<file path="config.mk">
export PLATFORM = sky130hd
export DESIGN_NAME = pe_req_arbiter
export DESIGN_NICKNAME = d
export VERILOG_FILES = /design/src/rtl/instr_pkg.sv /design/src/rtl/nmcu_pkg.sv /design/src/rtl/rr_priority_picker.sv /design/src/rtl/pe_req_arbiter.sv
export SDC_FILE = /design/constraint.sdc
export NUM_CORES = 1
export LEC_CHECK = 0
export BUFFER_PORTS_ARGS = -buffer_cell sky130_fd_sc_hd__buf_2
export CELL_PAD_IN_SITES_DETAIL_PLACEMENT = 0
export CELL_PAD_IN_SITES_GLOBAL_PLACEMENT = 1
export CORE_UTILIZATION = 29
export CTS_CLUSTER_SIZE = 24
export DETAILED_ROUTE_END_ITERATION = 8
export PLACE_DENSITY = 0.79
export SLEW_MARGIN = 40
export SYNTH_ARGS = -nofsm -noshare
export SYNTH_HDL_FRONTEND = slang
export SYNTH_SLANG_ARGS = --single-unit
</file>
<file path="constraint.sdc">
create_clock -name clk -period 3.1 [get_ports clk]
set_input_delay 0.62 -clock clk [delete_from_list [all_inputs] [get_ports clk]]
set_output_delay 0.62 -clock clk [all_outputs]
set_load 0.02 [all_outputs]
</file>
<file path="src/rtl/instr_pkg.sv">
// Shared PE instruction word. The arbiter only passes it through to the PE array.
package instr_pkg;

   typedef struct packed {
      logic [3:0] opcode;
      logic [3:0] dst;
      logic [7:0] imm;
   } instruction_t;

endpackage

</file>
<file path="src/rtl/nmcu_pkg.sv">
// NMCU-wide constants and the request-arbiter state encoding.
package nmcu_pkg;

   localparam int DATA_WIDTH     = 16;
   localparam int PERF_CNT_WIDTH = 32;

   typedef enum logic [1:0] {
      IDLE,
      ISSUE,
      WAIT,
      RESP
   } arb_state_e;

endpackage

</file>
<file path="src/rtl/rr_priority_picker.sv">
// Combinational round-robin picker: first set request bit at or above ptr_i, wrapping.
module rr_priority_picker #(
   parameter int NUM_REQ  = 4,
   parameter int ID_WIDTH = $clog2(NUM_REQ)
) (
   input  logic [NUM_REQ-1:0]  req_i,
   input  logic [ID_WIDTH-1:0] ptr_i,
   output logic                grant_valid_o,
   output logic [ID_WIDTH-1:0] grant_idx_o
);

   logic [ID_WIDTH-1:0] idx;

   // Scan from the farthest offset down so the closest request to ptr_i wins last.
   always_comb begin
      grant_valid_o = 1'b0;
      grant_idx_o   = '0;
      idx           = '0;
      for (int i = NUM_REQ - 1; i >= 0; i--) begin
         idx = ID_WIDTH'((int'(ptr_i) + i) % NUM_REQ);
         if (req_i[idx]) begin
            grant_valid_o = 1'b1;
            grant_idx_o   = idx;
         end
      end
   end

endmodule

</file>
<file path="src/rtl/pe_req_arbiter.sv">
// Round-robin arbiter sharing the PE command interface, one command outstanding at a time.
// Optional per-requester grant counters are built when NMCU_ARB_PERF_CNT_EN is defined.
module pe_req_arbiter
   import instr_pkg::*;
#(
   parameter int NUM_REQ    = 4,
   parameter int DATA_WIDTH = nmcu_pkg::DATA_WIDTH,
   parameter int ID_WIDTH   = $clog2(NUM_REQ)
) (
   input  logic                  clk,
   input  logic                  rst,
   input  logic [NUM_REQ-1:0]    req_valid_i,
   input  instruction_t          req_cmd_i       [NUM_REQ],
   input  logic [DATA_WIDTH-1:0] req_operand_a_i [NUM_REQ],
   input  logic [DATA_WIDTH-1:0] req_operand_b_i [NUM_REQ],
   output logic [NUM_REQ-1:0]    req_ready_o,
   output logic [NUM_REQ-1:0]    rsp_valid_o,
   output logic [DATA_WIDTH-1:0] rsp_result_o,
   output logic [ID_WIDTH-1:0]   rsp_id_o,
   output logic                  pe_cmd_valid_o,
   output instruction_t          pe_cmd_o,
   output logic [DATA_WIDTH-1:0] pe_operand_a_o,
   output logic [DATA_WIDTH-1:0] pe_operand_b_o,
   input  logic                  pe_cmd_ready_i,
   input  logic                  pe_done_i,
   input  logic [DATA_WIDTH-1:0] pe_result_i,
`ifdef NMCU_ARB_PERF_CNT_EN
   output logic                  busy_o,
   input  logic                  perf_clr_i,
   output logic [nmcu_pkg::PERF_CNT_WIDTH-1:0] perf_grant_cnt_o [NUM_REQ]
`else
   output logic                  busy_o
`endif
);

   import nmcu_pkg::*;

   arb_state_e            state_q;
   logic [ID_WIDTH-1:0]   rr_ptr_q;
   logic [ID_WIDTH-1:0]   gnt_id_q;
   instruction_t          cmd_q;
   logic [DATA_WIDTH-1:0] opa_q;
   logic [DATA_WIDTH-1:0] opb_q;
   logic [DATA_WIDTH-1:0] result_q;

   logic                  grant_valid;
   logic [ID_WIDTH-1:0]   grant_idx;
   logic                  accept;

   rr_priority_picker #(
      .NUM_REQ  (NUM_REQ),
      .ID_WIDTH (ID_WIDTH)
   ) u_picker (
      .req_i         (req_valid_i),
      .ptr_i         (rr_ptr_q),
      .grant_valid_o (grant_valid),
      .grant_idx_o   (grant_idx)
   );

   // Gating with rst keeps the accept pulse low while reset is held with requests pending.
   assign accept = (state_q == IDLE) && grant_valid && !rst;

   always_ff @(posedge clk or posedge rst) begin
      if (rst) begin
         state_q  <= IDLE;
         rr_ptr_q <= '0;
         gnt_id_q <= '0;
         cmd_q    <= '0;
         opa_q    <= '0;
         opb_q    <= '0;
         result_q <= '0;
      end else begin
         case (state_q)
            IDLE: begin
               if (accept) begin
                  cmd_q    <= req_cmd_i[grant_idx];
                  opa_q    <= req_operand_a_i[grant_idx];
                  opb_q    <= req_operand_b_i[grant_idx];
                  gnt_id_q <= grant_idx;
                  rr_ptr_q <= (grant_idx == ID_WIDTH'(NUM_REQ - 1)) ? '0 : grant_idx + 1'b1;
                  state_q  <= ISSUE;
               end
            end
            ISSUE: begin
               if (pe_cmd_ready_i) begin
                  state_q <= WAIT;
               end
            end
            WAIT: begin
               if (pe_done_i) begin
                  result_q <= pe_result_i;
                  state_q  <= RESP;
               end
            end
            RESP: begin
               state_q <= IDLE;
            end
            default: begin
               state_q <= IDLE;
            end
         endcase
      end
   end

   always_comb begin
      req_ready_o = '0;
      rsp_valid_o = '0;
      if (accept) begin
         req_ready_o[grant_idx] = 1'b1;
      end
      if (state_q == RESP) begin
         rsp_valid_o[gnt_id_q] = 1'b1;
      end
   end

   assign rsp_result_o   = (state_q == RESP) ? result_q : '0;
   assign rsp_id_o       = (state_q == RESP) ? gnt_id_q : '0;
   assign pe_cmd_valid_o = (state_q == ISSUE);
   assign pe_cmd_o       = cmd_q;
   assign pe_operand_a_o = opa_q;
   assign pe_operand_b_o = opb_q;
   assign busy_o         = (state_q != IDLE);

`ifdef NMCU_ARB_PERF_CNT_EN
   logic [PERF_CNT_WIDTH-1:0] perf_cnt_q [NUM_REQ];

   // Saturating grant counters; a clear in the same cycle as a grant takes priority.
   always_ff @(posedge clk or posedge rst) begin
      if (rst) begin
         for (int r = 0; r < NUM_REQ; r++) begin
            perf_cnt_q[r] <= '0;
         end
      end else begin
         for (int r = 0; r < NUM_REQ; r++) begin
            if (perf_clr_i) begin
               perf_cnt_q[r] <= '0;
            end else if (accept && (grant_idx == ID_WIDTH'(r)) && (perf_cnt_q[r] != '1)) begin
               perf_cnt_q[r] <= perf_cnt_q[r] + 1'b1;
            end
         end
      end
   end

   assign perf_grant_cnt_o = perf_cnt_q;
`endif

endmodule

</file>
==> impl_metrics.xml, run 1 <==
<?xml version="1.0" encoding="UTF-8"?>
<metrics>
  <group name="sta">
    <metric name="period_share" unit="%">87.4</metric>
    <metric name="period_needed" unit="ns">2.71</metric>
    <metric name="final_number_of_hold_violating_endpoints" unit="">0</metric>
    <metric name="clock_skew" unit="ns">0.00702</metric>
    <metric name="slew_violations" unit="">0</metric>
    <metric name="final_critical_path_setup_slack" unit="ns">0.391</metric>
    <metric name="setup_violations" unit="">0</metric>
    <metric name="setup_repair_after_global_routing_missed_its_margin" unit="">no</metric>
    <metric name="worst_slew_pin_slew" unit="ns">0.713</metric>
    <metric name="timing.slew.headroom" unit="%">52.5</metric>
    <metric name="whs" unit="ns">0.365</metric>
    <metric name="max_clock_freq" unit="MHz">369</metric>
    <metric name="tns" unit="ns">0</metric>
  </group>
  <group name="placed_design">
    <metric name="dp_hpwl" unit="um">10000</metric>
    <metric name="place_congestion" unit="">0.759</metric>
    <metric name="dp_worst_setup_slack" unit="ns">0.465</metric>
    <metric name="port-buffer-count" unit="">291</metric>
    <metric name="placed_cells" unit="">830</metric>
  </group>
  <group name="die">
    <metric name="std_cell_rows" unit="">43</metric>
    <metric name="core-area" unit="sq um">13900</metric>
    <metric name="die-width" unit="um">121</metric>
    <metric name="initial_core_utilization" unit="%">29.7</metric>
    <metric name="floorplan.die_area" unit="sq um">14700</metric>
    <metric name="die_height" unit="um">121</metric>
    <metric name="pin_count" unit="">292</metric>
  </group>
  <group name="global_route">
    <metric name="grt_first_pass_wirelength" unit="um">19500</metric>
    <metric name="groute.usage.overall" unit="%">17.1</metric>
    <metric name="antenna_violations_before_repair" unit="">0</metric>
    <metric name="grt_start_max_net_pins" unit="">63</metric>
    <metric name="grt_pass1_vias" unit="">4021</metric>
    <metric name="global_route.overflow_total" unit="">0</metric>
  </group>
  <group name="power">
    <metric name="design_power_total" unit="mW">5.35</metric>
    <metric name="irDropWorstVdd" unit="V">0.000341</metric>
    <metric name="pwr_density_cell" unit="nW/um^2">884</metric>
    <metric name="internal_power" unit="mW">3.08</metric>
    <metric name="share_seq_of_total_power" unit="%">29.9</metric>
    <metric name="power_switching_share" unit="%">42.4</metric>
    <metric name="total_switching_power" unit="mW">2.27</metric>
    <metric name="combPwrFrac" unit="%">52.2</metric>
    <metric name="share_of_total_power_in_the_clock_network" unit="%">17.9</metric>
    <metric name="static-leakage-power" unit="nW">3.45</metric>
  </group>
  <group name="synth">
    <metric name="count_of_yosys_warnings_during_synthesis" unit="">0</metric>
    <metric name="syn_area_per_cell" unit="sq um">10.8</metric>
    <metric name="synth_common_cells" unit="">mux2i_1, dfrtp_1, nand2_1</metric>
    <metric name="synth.net_count" unit="">607</metric>
    <metric name="ys_seq_area_share" unit="%">42.5</metric>
    <metric name="post_synth_num_cell_types" unit="">29</metric>
    <metric name="synth.cell_area" unit="sq um">4120</metric>
    <metric name="dominantRegCellSynth" unit="">dfrtp_1</metric>
    <metric name="post_synth_inst_count" unit="">382</metric>
    <metric name="portion_of_synthesized_cell_area_occupied_by_the_leading_cell_type" unit="%">42.5</metric>
    <metric name="most_frequently_used_cell_type_in_the_post_synthesis_netlist" unit="">mux2i_1</metric>
    <metric name="synth_top_cell_by_area" unit="">dfrtp_1</metric>
    <metric name="fraction_of_synthesis_flops_using_an_asynchronous_set_or_reset_pin" unit="%">100</metric>
    <metric name="dominant_cells_by_area_after_synthesis" unit="">dfrtp_1, mux2i_1, o221ai_1, nand2_1, mux2_2</metric>
    <metric name="synth_enable_flop_cells" unit="">0</metric>
    <metric name="ys_ff_latch" unit="">70</metric>
  </group>
  <group name="critical_path">
    <metric name="rr_worst_depth" unit="">7</metric>
    <metric name="crit_arrival" unit="ns">2.09</metric>
    <metric name="timing_worst_setup_path_type" unit="">register to primary output</metric>
    <metric name="worst_setup_path_start" unit="">state_q[0]</metric>
    <metric name="timing.reg2reg.setup_slack" unit="ns">0.66</metric>
    <metric name="critical_path_required" unit="ns">2.48</metric>
    <metric name="critical-path-slowest-cell" unit="">nor3_1</metric>
    <metric name="critical_path.cell_chain" unit="">inv_1, ha_1, inv_1, nor3_1, and2_1, buf_2</metric>
    <metric name="crit-reg2reg-capture" unit="">pe_operand_b_o[5]</metric>
    <metric name="crit_path_max_incr_delay" unit="ns">0.57</metric>
    <metric name="crit-reg2reg-launch" unit="">state_q[0]</metric>
    <metric name="path_max_fanout" unit="">7</metric>
    <metric name="critical_path.most_common_cell" unit="">inv_1</metric>
    <metric name="start_kind" unit="">register</metric>
    <metric name="worst_setup_path_end_kind" unit="">primary output</metric>
  </group>
  <group name="status">
    <metric name="outcome" unit="">finished clean</metric>
  </group>
  <group name="routing">
    <metric name="drt_iter0_markers" unit="">168</metric>
    <metric name="routed_wl" unit="um">12700</metric>
    <metric name="drt_first_pass_iters" unit="">4</metric>
    <metric name="drt_drc_violations_left" unit="">0</metric>
    <metric name="vias_after_detailed_routing" unit="">4111</metric>
    <metric name="detail_route.wl_per_cell" unit="um">15.0</metric>
    <metric name="viasPerCell" unit="">4.86</metric>
    <metric name="final_antenna_net_count" unit="">0</metric>
  </group>
  <group name="clock_network">
    <metric name="cts_resized" unit="">0</metric>
    <metric name="max-clock-path-buffers" unit="">2</metric>
    <metric name="cts_tree" unit="">yes</metric>
    <metric name="clkSlewWorstSetupHoldPaths" unit="ns">0.06</metric>
    <metric name="clock_sink_count" unit="">70</metric>
    <metric name="postCtsHoldBufs" unit="">0</metric>
    <metric name="cts-root-buf" unit="">clkbuf_16</metric>
    <metric name="cts_post_setup_buffers_inserted" unit="">0</metric>
    <metric name="cts-buffers-inserted" unit="">9</metric>
    <metric name="clock_latency_late_sink" unit="ns">0.34</metric>
    <metric name="h-tree-depth" unit="">3</metric>
  </group>
  <group name="final_layout">
    <metric name="post_route_cells_drive_above_1_share" unit="%">50.8</metric>
    <metric name="layout.nets" unit="">886</metric>
    <metric name="fillers" unit="">1376</metric>
    <metric name="n_antenna_cell" unit="">0</metric>
    <metric name="instances_no_fill" unit="">846</metric>
    <metric name="syn2layout_area_growth" unit="%">46.7</metric>
    <metric name="multi_input_area" unit="sq um">2210</metric>
    <metric name="final-seq-area" unit="sq um">1750</metric>
  </group>
  <group name="flow_run">
    <metric name="drv_cap" unit="">0</metric>
  </group>
  <group name="min_path">
    <metric name="hp-class" unit="">primary input to async pin</metric>
  </group>
</metrics>
[layout by cell type, fill, tap and decap left out, drive strengths merged, types with 2 or more instances in the layout]
| master | n |
|---|---|
| and2 | 22 |
| mux2i | 96 |
| buf | 298 |
| o221ai | 48 |
| ha | 9 |
| nand2b | 2 |
| clkinv | 7 |
| inv | 9 |
| nor2b | 3 |
| a21oi | 3 |
| mux2 | 17 |
| nand2 | 58 |
| clkbuf | 9 |
| dfrtp | 70 |
| o21ai | 3 |
[through the flow]
stage                     instance area (sq um)  utilization, %
final                                      6050            43.6
after CTS                                  6050            43.6
after detailed placement                   5770            41.6
after floorplan                            4120               -
after global placement                     5770            41.6
after global routing                       6050            43.6
[critical path, delay by kind of cell (launching register included)]
family                   cells  cell delay, ns
adder cells (fa/ha/maj)      1            0.18
flip-flops                   1            0.41
AND/OR/NAND/NOR              2            0.81
buffers and inverters        3            0.37
[power by group through the flow]
stage | Clock, mW | Combinational [mW] | Sequential, mW
floorplan | 0 | 1.61 | 1.92
global placement | 0 | 2.77 | 1.59
detailed placement | 0 | 2.83 | 1.60
CTS | 0.990 | 2.83 | 1.60
global route | 1.03 | 3.02 | 1.66
finish | 0.954 | 2.79 | 1.60
[flip-flops by register name, indices dropped and copies added (netlist names)]
register	count
result_q	16
rr_ptr_q	2
pe_operand_a_o	16
gnt_id_q	2
pe_cmd_o	16
pe_operand_b_o	16
state_q	2
[area by class of cell]
cell class	count	share of cell area [%]
clock inverters	7	0.827
multi-input cells	273	36.6
flip-flops and latches	70	29.0
clock buffers	9	3.72
repair buffers	298	25.6
well taps	180	3.72
inverters	9	0.579
[how the worst max path moves through the flow]
| stage | endpoint | slack, ns | cells after the start |
|---|---|---|---|
| finish | req_ready_o[3] | 0.39 | 6 |
| global route | req_ready_o[2] | 0.19 | 6 |
| CTS | req_ready_o[3] | 0.36 | 6 |
| detailed placement | req_ready_o[3] | 0.46 | 8 |
| global placement | req_ready_o[3] | 0.51 | 8 |
| floorplan | req_ready_o[3] | 0.42 | 9 |
[logic make-up after synthesis]
family	count (synthesis)	synth area share, %
multiplexers	113	27.9
flip-flops	70	42.5
buffers and inverters	39	4.28
AND/OR/NAND/NOR	92	10.4
adder cells (fa/ha/maj)	9	2.73
AO/OA/AOI/OAI	59	12.1
[per-layer routing]
metal / GRT usage [%] / wire (um) / vias to the layer above
met1: 20.3 / 5260 / 1945
li1: - / - / 1968
met3: 3.76 / 812 / 20
met2: 29.3 / 6360 / 178
met4: 7.87 / 249 / 0
met5: 0 / 0 / -
Power figures use the tool's default switching activity.
==> inputs of run 2 (changes only) <==
ABC_AREA = 1   (was unset)
PLACE_DENSITY = 0.8   (was 0.79)
==> run 2 against run 1 <==
- register-to-register slack better by 0.12 ns
- synthesized area up 28%
- non-clock buffer count up 4
- first-iteration DRC count up 61%
- sequential share of layout area down 4.5 points
- critical endpoint unchanged
- largest cell class unchanged
==> impl_metrics.xml, run 2 <==
<?xml version="1.0" encoding="UTF-8"?>
<metrics>
  <group name="synth">
    <metric name="synth_enable_flop_cells" unit="">0</metric>
    <metric name="synth.net_count" unit="">1096</metric>
    <metric name="synth_xor_xnor_area_share" unit="%">0</metric>
    <metric name="portion_of_synthesized_cell_area_occupied_by_the_leading_cell_type" unit="%">33.3</metric>
    <metric name="ys_seq_area_share" unit="%">33.3</metric>
    <metric name="dominantRegCellSynth" unit="">dfrtp_1</metric>
    <metric name="synth.cell_area" unit="sq um">5260</metric>
    <metric name="synth_common_cells" unit="">nand2_1, inv_1, nand3_1</metric>
    <metric name="dominant_cells_by_area_after_synthesis" unit="">dfrtp_1, nand2_1, nand3_1, inv_1, mux2_2</metric>
    <metric name="most_frequently_used_cell_type_in_the_post_synthesis_netlist" unit="">nand2_1</metric>
    <metric name="post_synth_num_cell_types" unit="">23</metric>
    <metric name="synth_top_cell_by_area" unit="">dfrtp_1</metric>
    <metric name="post_synth_inst_count" unit="">871</metric>
    <metric name="simple_gate_share_of_the_synthesized_area" unit="%">44.3</metric>
    <metric name="count_of_yosys_warnings_during_synthesis" unit="">0</metric>
    <metric name="combinational_family_with_the_most_area_after_synthesis" unit="">simple AND/OR/NAND/NOR gates</metric>
    <metric name="synth_fa_ha_area_share" unit="%">2.14</metric>
    <metric name="ys_ff_latch" unit="">70</metric>
    <metric name="synth_compound_area_share" unit="%">0.737</metric>
    <metric name="syn_area_per_cell" unit="sq um">6.04</metric>
    <metric name="synth.mux.area_fraction" unit="%">3.42</metric>
    <metric name="fraction_of_synthesis_flops_using_an_asynchronous_set_or_reset_pin" unit="%">100</metric>
  </group>
  <group name="critical_path">
    <metric name="timing_worst_setup_path_type" unit="">register to primary output</metric>
    <metric name="crit_path_max_incr_delay" unit="ns">0.47</metric>
    <metric name="crit_arrival" unit="ns">2.27</metric>
    <metric name="critical_path.most_common_cell" unit="">nand2_1</metric>
    <metric name="worst_setup_path_end_kind" unit="">primary output</metric>
    <metric name="path_max_fanout" unit="">10</metric>
    <metric name="rr_worst_depth" unit="">12</metric>
    <metric name="start_kind" unit="">register</metric>
    <metric name="critical_path_required" unit="ns">2.48</metric>
    <metric name="critical_path.cell_chain" unit="">inv_4, nand2_1, nand2_1, nand2_1, nand2_1, inv_1, nand2_1, nand2_1, nand2_1, nand2_2, inv_4, ha_1, inv_1, nor2_1, buf_2</metric>
    <metric name="timing.reg2reg.setup_slack" unit="ns">0.78</metric>
    <metric name="critical-path-slowest-cell" unit="">dfrtp_1</metric>
  </group>
  <group name="routing">
    <metric name="routed_wl" unit="um">17600</metric>
    <metric name="vias_after_detailed_routing" unit="">5992</metric>
    <metric name="met3_length" unit="um">1400</metric>
    <metric name="detail_route.wl_per_cell" unit="um">12.9</metric>
    <metric name="drt_first_pass_iters" unit="">4</metric>
    <metric name="highest_layer" unit="">met5</metric>
    <metric name="route.met2.wl" unit="um">7850</metric>
    <metric name="final_antenna_net_count" unit="">0</metric>
    <metric name="drt_drc_violations_left" unit="">0</metric>
    <metric name="drt_iter0_markers" unit="">271</metric>
    <metric name="met1Wirelength" unit="um">7940</metric>
    <metric name="viasPerCell" unit="">4.38</metric>
  </group>
  <group name="final_layout">
    <metric name="post_route_cells_drive_above_1_share" unit="%">30.3</metric>
    <metric name="multi_input_area" unit="sq um">2670</metric>
    <metric name="layout_commonest_cell" unit="">nand2_1</metric>
    <metric name="finalInstanceArea" unit="sq um">7160</metric>
    <metric name="final-seq-area" unit="sq um">1750</metric>
    <metric name="layout.nets" unit="">1364</metric>
    <metric name="fillers" unit="">1967</metric>
    <metric name="syn2layout_area_growth" unit="%">36.1</metric>
    <metric name="commonest_cells_after_routing_fill_and_taps_aside" unit="">nand2_1, buf_2, inv_1</metric>
    <metric name="instances_no_fill" unit="">1369</metric>
  </group>
  <group name="clock_network">
    <metric name="clock_sink_count" unit="">70</metric>
    <metric name="clkSlewWorstSetupHoldPaths" unit="ns">0.06</metric>
    <metric name="cts_tree" unit="">yes</metric>
    <metric name="max-clock-path-buffers" unit="">2</metric>
    <metric name="cts_post_setup_buffers_inserted" unit="">0</metric>
    <metric name="cts-buffers-inserted" unit="">9</metric>
    <metric name="cts-root-buf" unit="">clkbuf_16</metric>
    <metric name="h-tree-depth" unit="">3</metric>
    <metric name="clock_latency_late_sink" unit="ns">0.34</metric>
  </group>
  <group name="die">
    <metric name="initial_core_utilization" unit="%">30.1</metric>
    <metric name="pin_count" unit="">292</metric>
    <metric name="core-area" unit="sq um">17500</metric>
    <metric name="floorplan.die_area" unit="sq um">18700</metric>
    <metric name="std_cell_rows" unit="">48</metric>
    <metric name="die_height" unit="um">137</metric>
    <metric name="die-width" unit="um">137</metric>
  </group>
  <group name="placed_design">
    <metric name="place_congestion" unit="">0.837</metric>
    <metric name="dp_hpwl" unit="um">13200</metric>
    <metric name="port-buffer-count" unit="">291</metric>
    <metric name="placed_cells" unit="">1353</metric>
    <metric name="placement_cell_area" unit="sq um">6850</metric>
  </group>
  <group name="sta">
    <metric name="max_clock_freq" unit="MHz">345</metric>
    <metric name="period_share" unit="%">93.4</metric>
    <metric name="period_needed" unit="ns">2.89</metric>
    <metric name="tns" unit="ns">0</metric>
    <metric name="worst_slew_pin_slew" unit="ns">0.731</metric>
    <metric name="final_number_of_hold_violating_endpoints" unit="">0</metric>
    <metric name="slew_violations" unit="">0</metric>
    <metric name="clock_skew" unit="ns">0.00678</metric>
    <metric name="setup_violations" unit="">0</metric>
    <metric name="timing.slew.headroom" unit="%">51.1</metric>
    <metric name="setup_repair_after_global_routing_missed_its_margin" unit="">no</metric>
  </group>
  <group name="global_route">
    <metric name="grt_pass1_vias" unit="">5731</metric>
    <metric name="grt_first_pass_wirelength" unit="um">28300</metric>
    <metric name="groute.usage.overall" unit="%">19.3</metric>
    <metric name="antenna_violations_before_repair" unit="">3</metric>
    <metric name="global_route.overflow_total" unit="">0</metric>
    <metric name="grt_start_max_net_pins" unit="">71</metric>
  </group>
  <group name="min_path">
    <metric name="whs_path_depth" unit="">2</metric>
    <metric name="hp-class" unit="">register to register</metric>
  </group>
  <group name="status">
    <metric name="outcome" unit="">finished clean</metric>
  </group>
  <group name="flow_run">
    <metric name="drv_cap" unit="">0</metric>
  </group>
  <group name="power">
    <metric name="pwr_density_cell" unit="nW/um^2">1160</metric>
    <metric name="static-leakage-power" unit="nW">4.73</metric>
    <metric name="design_power_total" unit="mW">8.30</metric>
    <metric name="irDropWorstVdd" unit="V">0.000686</metric>
  </group>
</metrics>
==> run 2: kinds of logic after synthesis <==
logic type / Yosys count
simple gates: 563
buf+inv: 206
flops: 70
mux: 16
fa+ha+maj: 9
compound gates: 7
==> run 2: worst paths after layout <==
check,from,to
min in group asynchronous,rst,gnt_id_q[1]
worst max-delay path,rr_ptr_q[0],req_ready_o[3]
worst min-delay path,pe_operand_b_o[2],pe_operand_b_o[2]
worst max register to register,rr_ptr_q[0],state_q[0]
worst min register to register,pe_operand_b_o[2],pe_operand_b_o[2]
max in group asynchronous,rst,result_q[7]
==> run 2: critical path: cells and delay by family (launching register included) <==
family        cells  cell delay (ns)
simple gates      9             0.69
flops             1             0.47
buf+inv           5             0.58
fa+ha+maj         1             0.19
==> run 2: timing repair <==
action | 4_1_cts | 5_1_grt
resized for setup | 0 | 3
hold buffers | 0 | 0
hold endpoints to repair | 0 | 0
setup endpoints to repair | 0 | 2
==> run 2: area by class of cell <==
class                      count  area share (%)
sequential                    70            24.5
multi-input combinational    595            37.3
timing repair buffer         302            21.5
antenna                        1          0.0350
tap                          225            3.93
clock buffer                  10            3.34
clock inverter                 5           0.821
inverter                     161            8.60
==> run 2: power by group <==
group          switching, mW  internal (mW)
registers              0.245           1.36
clock network          0.404          0.642
logic                   3.80           1.84
total                   4.45           3.85
==> run 2: per-layer routing <==
metal | vias to the layer above | track usage [%]
met5 | - | 0
met4 | 2 | 7.16
met3 | 28 | 4.78
met2 | 211 | 32.0
met1 | 2618 | 24.2
li1 | 3133 | -
==> run 2: stage by stage <==
step | hold WS (ns) | setup slack (ns) | util (%)
after floorplan | 0.480 | 0.0670 | -
after global placement | 0.458 | 0.394 | 39.2
after detailed placement | 0.462 | 0.394 | 39.2
after CTS | 0.479 | 0.101 | 40.9
after global routing | 0.486 | 0.0111 | 41.0
final | 0.475 | 0.205 | 41.0
==> inputs of run 3 (changes only) <==
--- a/config.mk
+++ b/config.mk
@@ -15,2 +15,3 @@
 export PLACE_DENSITY = 0.8
+export REMOVE_ABC_BUFFERS = 1
 export SLEW_MARGIN = 40
==> constraint.sdc (replaced) <==
create_clock -name clk -period 3.1 [get_ports clk]
set_input_delay 0.31 -clock clk [delete_from_list [all_inputs] [get_ports clk]]
set_output_delay 0.31 -clock clk [all_outputs]
set_load 0.02 [all_outputs]
==> run 3 against run 2 <==
- cell count grew 0.15%
- clock power is essentially flat
- critical endpoint unchanged
- highest routed layer is now met4
- wire length grew 1.3%
- fmax grew 3.5%
- register-to-register slack lost 0.18 ns
- combinational power grew 3%
- worst setup slack gained 0.097 ns
- clock skew shrank 0.00065 ns
- critical path type unchanged
==> impl_metrics.xml, run 3 (same netlist as run 2, synthesis figures left out) <==
<?xml version="1.0" encoding="UTF-8"?>
<metrics>
  <group name="final_layout">
    <metric name="commonest_cells_after_routing_fill_and_taps_aside" unit="">nand2_1, buf_2, inv_1</metric>
    <metric name="fin_util" unit="%">41.1</metric>
    <metric name="syn2layout_area_growth" unit="%">36.7</metric>
    <metric name="finalInstanceArea" unit="sq um">7190</metric>
    <metric name="multi_input_area" unit="sq um">2660</metric>
    <metric name="fillers" unit="">1926</metric>
    <metric name="layout_commonest_cell" unit="">nand2_1</metric>
    <metric name="final-seq-area" unit="sq um">1750</metric>
    <metric name="layout.nets" unit="">1363</metric>
    <metric name="post_route_cells_drive_above_1_share" unit="%">30.3</metric>
    <metric name="instances_no_fill" unit="">1371</metric>
  </group>
  <group name="placed_design">
    <metric name="port-buffer-count" unit="">291</metric>
    <metric name="placed_cells" unit="">1351</metric>
    <metric name="place_congestion" unit="">0.821</metric>
    <metric name="placement_cell_area" unit="sq um">6840</metric>
    <metric name="dp_hpwl" unit="um">12700</metric>
  </group>
  <group name="die">
    <metric name="pin_count" unit="">292</metric>
    <metric name="die_height" unit="um">137</metric>
    <metric name="floorplan.die_area" unit="sq um">18700</metric>
    <metric name="initial_core_utilization" unit="%">30.1</metric>
    <metric name="die-width" unit="um">137</metric>
    <metric name="core-area" unit="sq um">17500</metric>
    <metric name="std_cell_rows" unit="">48</metric>
  </group>
  <group name="sta">
    <metric name="period_share" unit="%">90.3</metric>
    <metric name="max_clock_freq" unit="MHz">357</metric>
    <metric name="setup_violations" unit="">0</metric>
    <metric name="final_number_of_hold_violating_endpoints" unit="">0</metric>
    <metric name="worst_slew_pin_slew" unit="ns">0.758</metric>
    <metric name="slew_violations" unit="">0</metric>
    <metric name="clock_skew" unit="ns">0.00612</metric>
    <metric name="setup_repair_after_global_routing_missed_its_margin" unit="">no</metric>
    <metric name="period_needed" unit="ns">2.80</metric>
    <metric name="tns" unit="ns">0</metric>
    <metric name="timing.slew.headroom" unit="%">49.4</metric>
  </group>
  <group name="routing">
    <metric name="viasPerCell" unit="">4.41</metric>
    <metric name="drt_iter0_markers" unit="">231</metric>
    <metric name="routed_wl" unit="um">17800</metric>
    <metric name="final_antenna_net_count" unit="">0</metric>
    <metric name="drt_first_pass_iters" unit="">4</metric>
    <metric name="drt_drc_violations_left" unit="">0</metric>
    <metric name="vias_after_detailed_routing" unit="">6043</metric>
    <metric name="detail_route.wl_per_cell" unit="um">13.0</metric>
  </group>
  <group name="critical_path">
    <metric name="rr_worst_depth" unit="">11</metric>
    <metric name="worst_setup_path_end_kind" unit="">primary output</metric>
    <metric name="crit-reg2reg-capture" unit="">pe_cmd_o[5]</metric>
    <metric name="start_kind" unit="">register</metric>
    <metric name="critical_path.n_buffers_inverters" unit="">5</metric>
    <metric name="timing_worst_setup_path_type" unit="">register to primary output</metric>
    <metric name="crit-reg2reg-launch" unit="">rr_ptr_q[0]</metric>
    <metric name="critical_path_required" unit="ns">2.79</metric>
    <metric name="critical_path.cell_chain" unit="">inv_2, nand2_1, nand3_1, nand2_1, inv_2, nand2_1, nand2_1, nand2_2, nand2_4, inv_4, ha_1, inv_1, nor2_1, buf_2</metric>
    <metric name="critical-path-slowest-cell" unit="">dfrtp_1</metric>
    <metric name="timing.reg2reg.setup_slack" unit="ns">0.60</metric>
    <metric name="critical_path.most_common_cell" unit="">nand2_1</metric>
    <metric name="path_max_fanout" unit="">38</metric>
    <metric name="crit_arrival" unit="ns">2.49</metric>
    <metric name="critical-path-top-delay-family" unit="">simple AND/OR/NAND/NOR gates</metric>
    <metric name="crit_path_max_incr_delay" unit="ns">0.46</metric>
  </group>
  <group name="global_route">
    <metric name="grt.met1_usage" unit="%">23.2</metric>
    <metric name="met2_global_route_usage" unit="%">33.0</metric>
    <metric name="antenna_violations_before_repair" unit="">3</metric>
    <metric name="grt_start_max_net_pins" unit="">100</metric>
    <metric name="global_route.peak_usage_layer" unit="">met2</metric>
    <metric name="global_route.overflow_total" unit="">0</metric>
    <metric name="grt_first_pass_wirelength" unit="um">27400</metric>
    <metric name="groute.usage.overall" unit="%">18.9</metric>
    <metric name="grt_pass1_vias" unit="">5543</metric>
    <metric name="met3_usage_in_global_routing" unit="%">3.44</metric>
  </group>
  <group name="clock_network">
    <metric name="cts_post_setup_buffers_inserted" unit="">0</metric>
    <metric name="h-tree-depth" unit="">3</metric>
    <metric name="cts_resized" unit="">0</metric>
    <metric name="cts-buffers-inserted" unit="">9</metric>
    <metric name="clock_sink_count" unit="">70</metric>
    <metric name="clkSlewWorstSetupHoldPaths" unit="ns">0.06</metric>
    <metric name="cts_tree" unit="">yes</metric>
    <metric name="max-clock-path-buffers" unit="">2</metric>
    <metric name="clock_latency_late_sink" unit="ns">0.34</metric>
    <metric name="postCtsHoldBufs" unit="">0</metric>
    <metric name="cts-root-buf" unit="">clkbuf_16</metric>
  </group>
  <group name="power">
    <metric name="combPwrFrac" unit="%">68.5</metric>
    <metric name="pwr_density_cell" unit="nW/um^2">1180</metric>
    <metric name="internal_power" unit="mW">3.91</metric>
    <metric name="share_of_total_power_in_the_clock_network" unit="%">12.6</metric>
    <metric name="share_seq_of_total_power" unit="%">18.9</metric>
    <metric name="static-leakage-power" unit="nW">4.75</metric>
    <metric name="total_switching_power" unit="mW">4.56</metric>
    <metric name="irDropWorstVdd" unit="V">0.000786</metric>
    <metric name="design_power_total" unit="mW">8.48</metric>
    <metric name="power_switching_share" unit="%">53.9</metric>
  </group>
  <group name="flow_run">
    <metric name="drv_cap" unit="">0</metric>
  </group>
  <group name="min_path">
    <metric name="hp-class" unit="">primary input to async pin</metric>
  </group>
  <group name="status">
    <metric name="outcome" unit="">finished clean</metric>
  </group>
</metrics>
## run 3: power groups by stage
stage | registers, mW | clock network (mW) | logic, mW
final | 1.60 | 1.07 | 5.81
after global routing | 1.66 | 1.14 | 6.62
after CTS | 1.60 | 1.11 | 5.75
after detailed placement | 1.61 | 0 | 5.74
after global placement | 1.60 | 0 | 5.71
after floorplan | 1.94 | 0 | 3.55
## run 3: per-layer routing
layer  up-vias  wire [um]  part of all wire [%]
met5         -          0                     0
met4         0        239                   1.3
met3        18       1040                   5.8
met2       186       8870                    50
met1      2700       7710                    43
li1       3139          -                     -
## run 3: metrics by stage
stage / hold WS, ns / worst slack (ns)
6_report: 0.198 / 0.302
5_1_grt: 0.198 / 0.0298
4_1_cts: 0.194 / 0.175
3_5_place_dp: 0.460 / 0.564
3_3_place_gp: 0.458 / 0.554
2_1_floorplan: 0.461 / -0.735
## run 3: layout make-up
cell class	count	share of cell area, %
antenna	3	0.104
clock buffer	9	3.13
clock inverter	7	1.11
inverter	161	8.46
multi-input combinational	595	37.0
sequential	70	24.4
tap	225	3.92
timing repair buffer	301	21.9
## run 3: worst max path at each step
stage | slack, ns | cells after the start | end | start
after floorplan | -0.74 | 5 | gnt_id_q[0] | rst
after global placement | 0.55 | 14 | req_ready_o[0] | rr_ptr_q[0]
after CTS | 0.18 | 14 | req_ready_o[0] | rr_ptr_q[0]
final | 0.30 | 14 | req_ready_o[3] | rr_ptr_q[0]
after detailed placement | 0.56 | 14 | req_ready_o[0] | rr_ptr_q[0]
after global routing | 0.03 | 14 | req_ready_o[3] | rr_ptr_q[0]
## run 3: worst min-delay path: cells and delay by family
| kind | cells | cell delay (ns) |
|---|---|---|
| buffers and inverters | 3 | 0.71 |
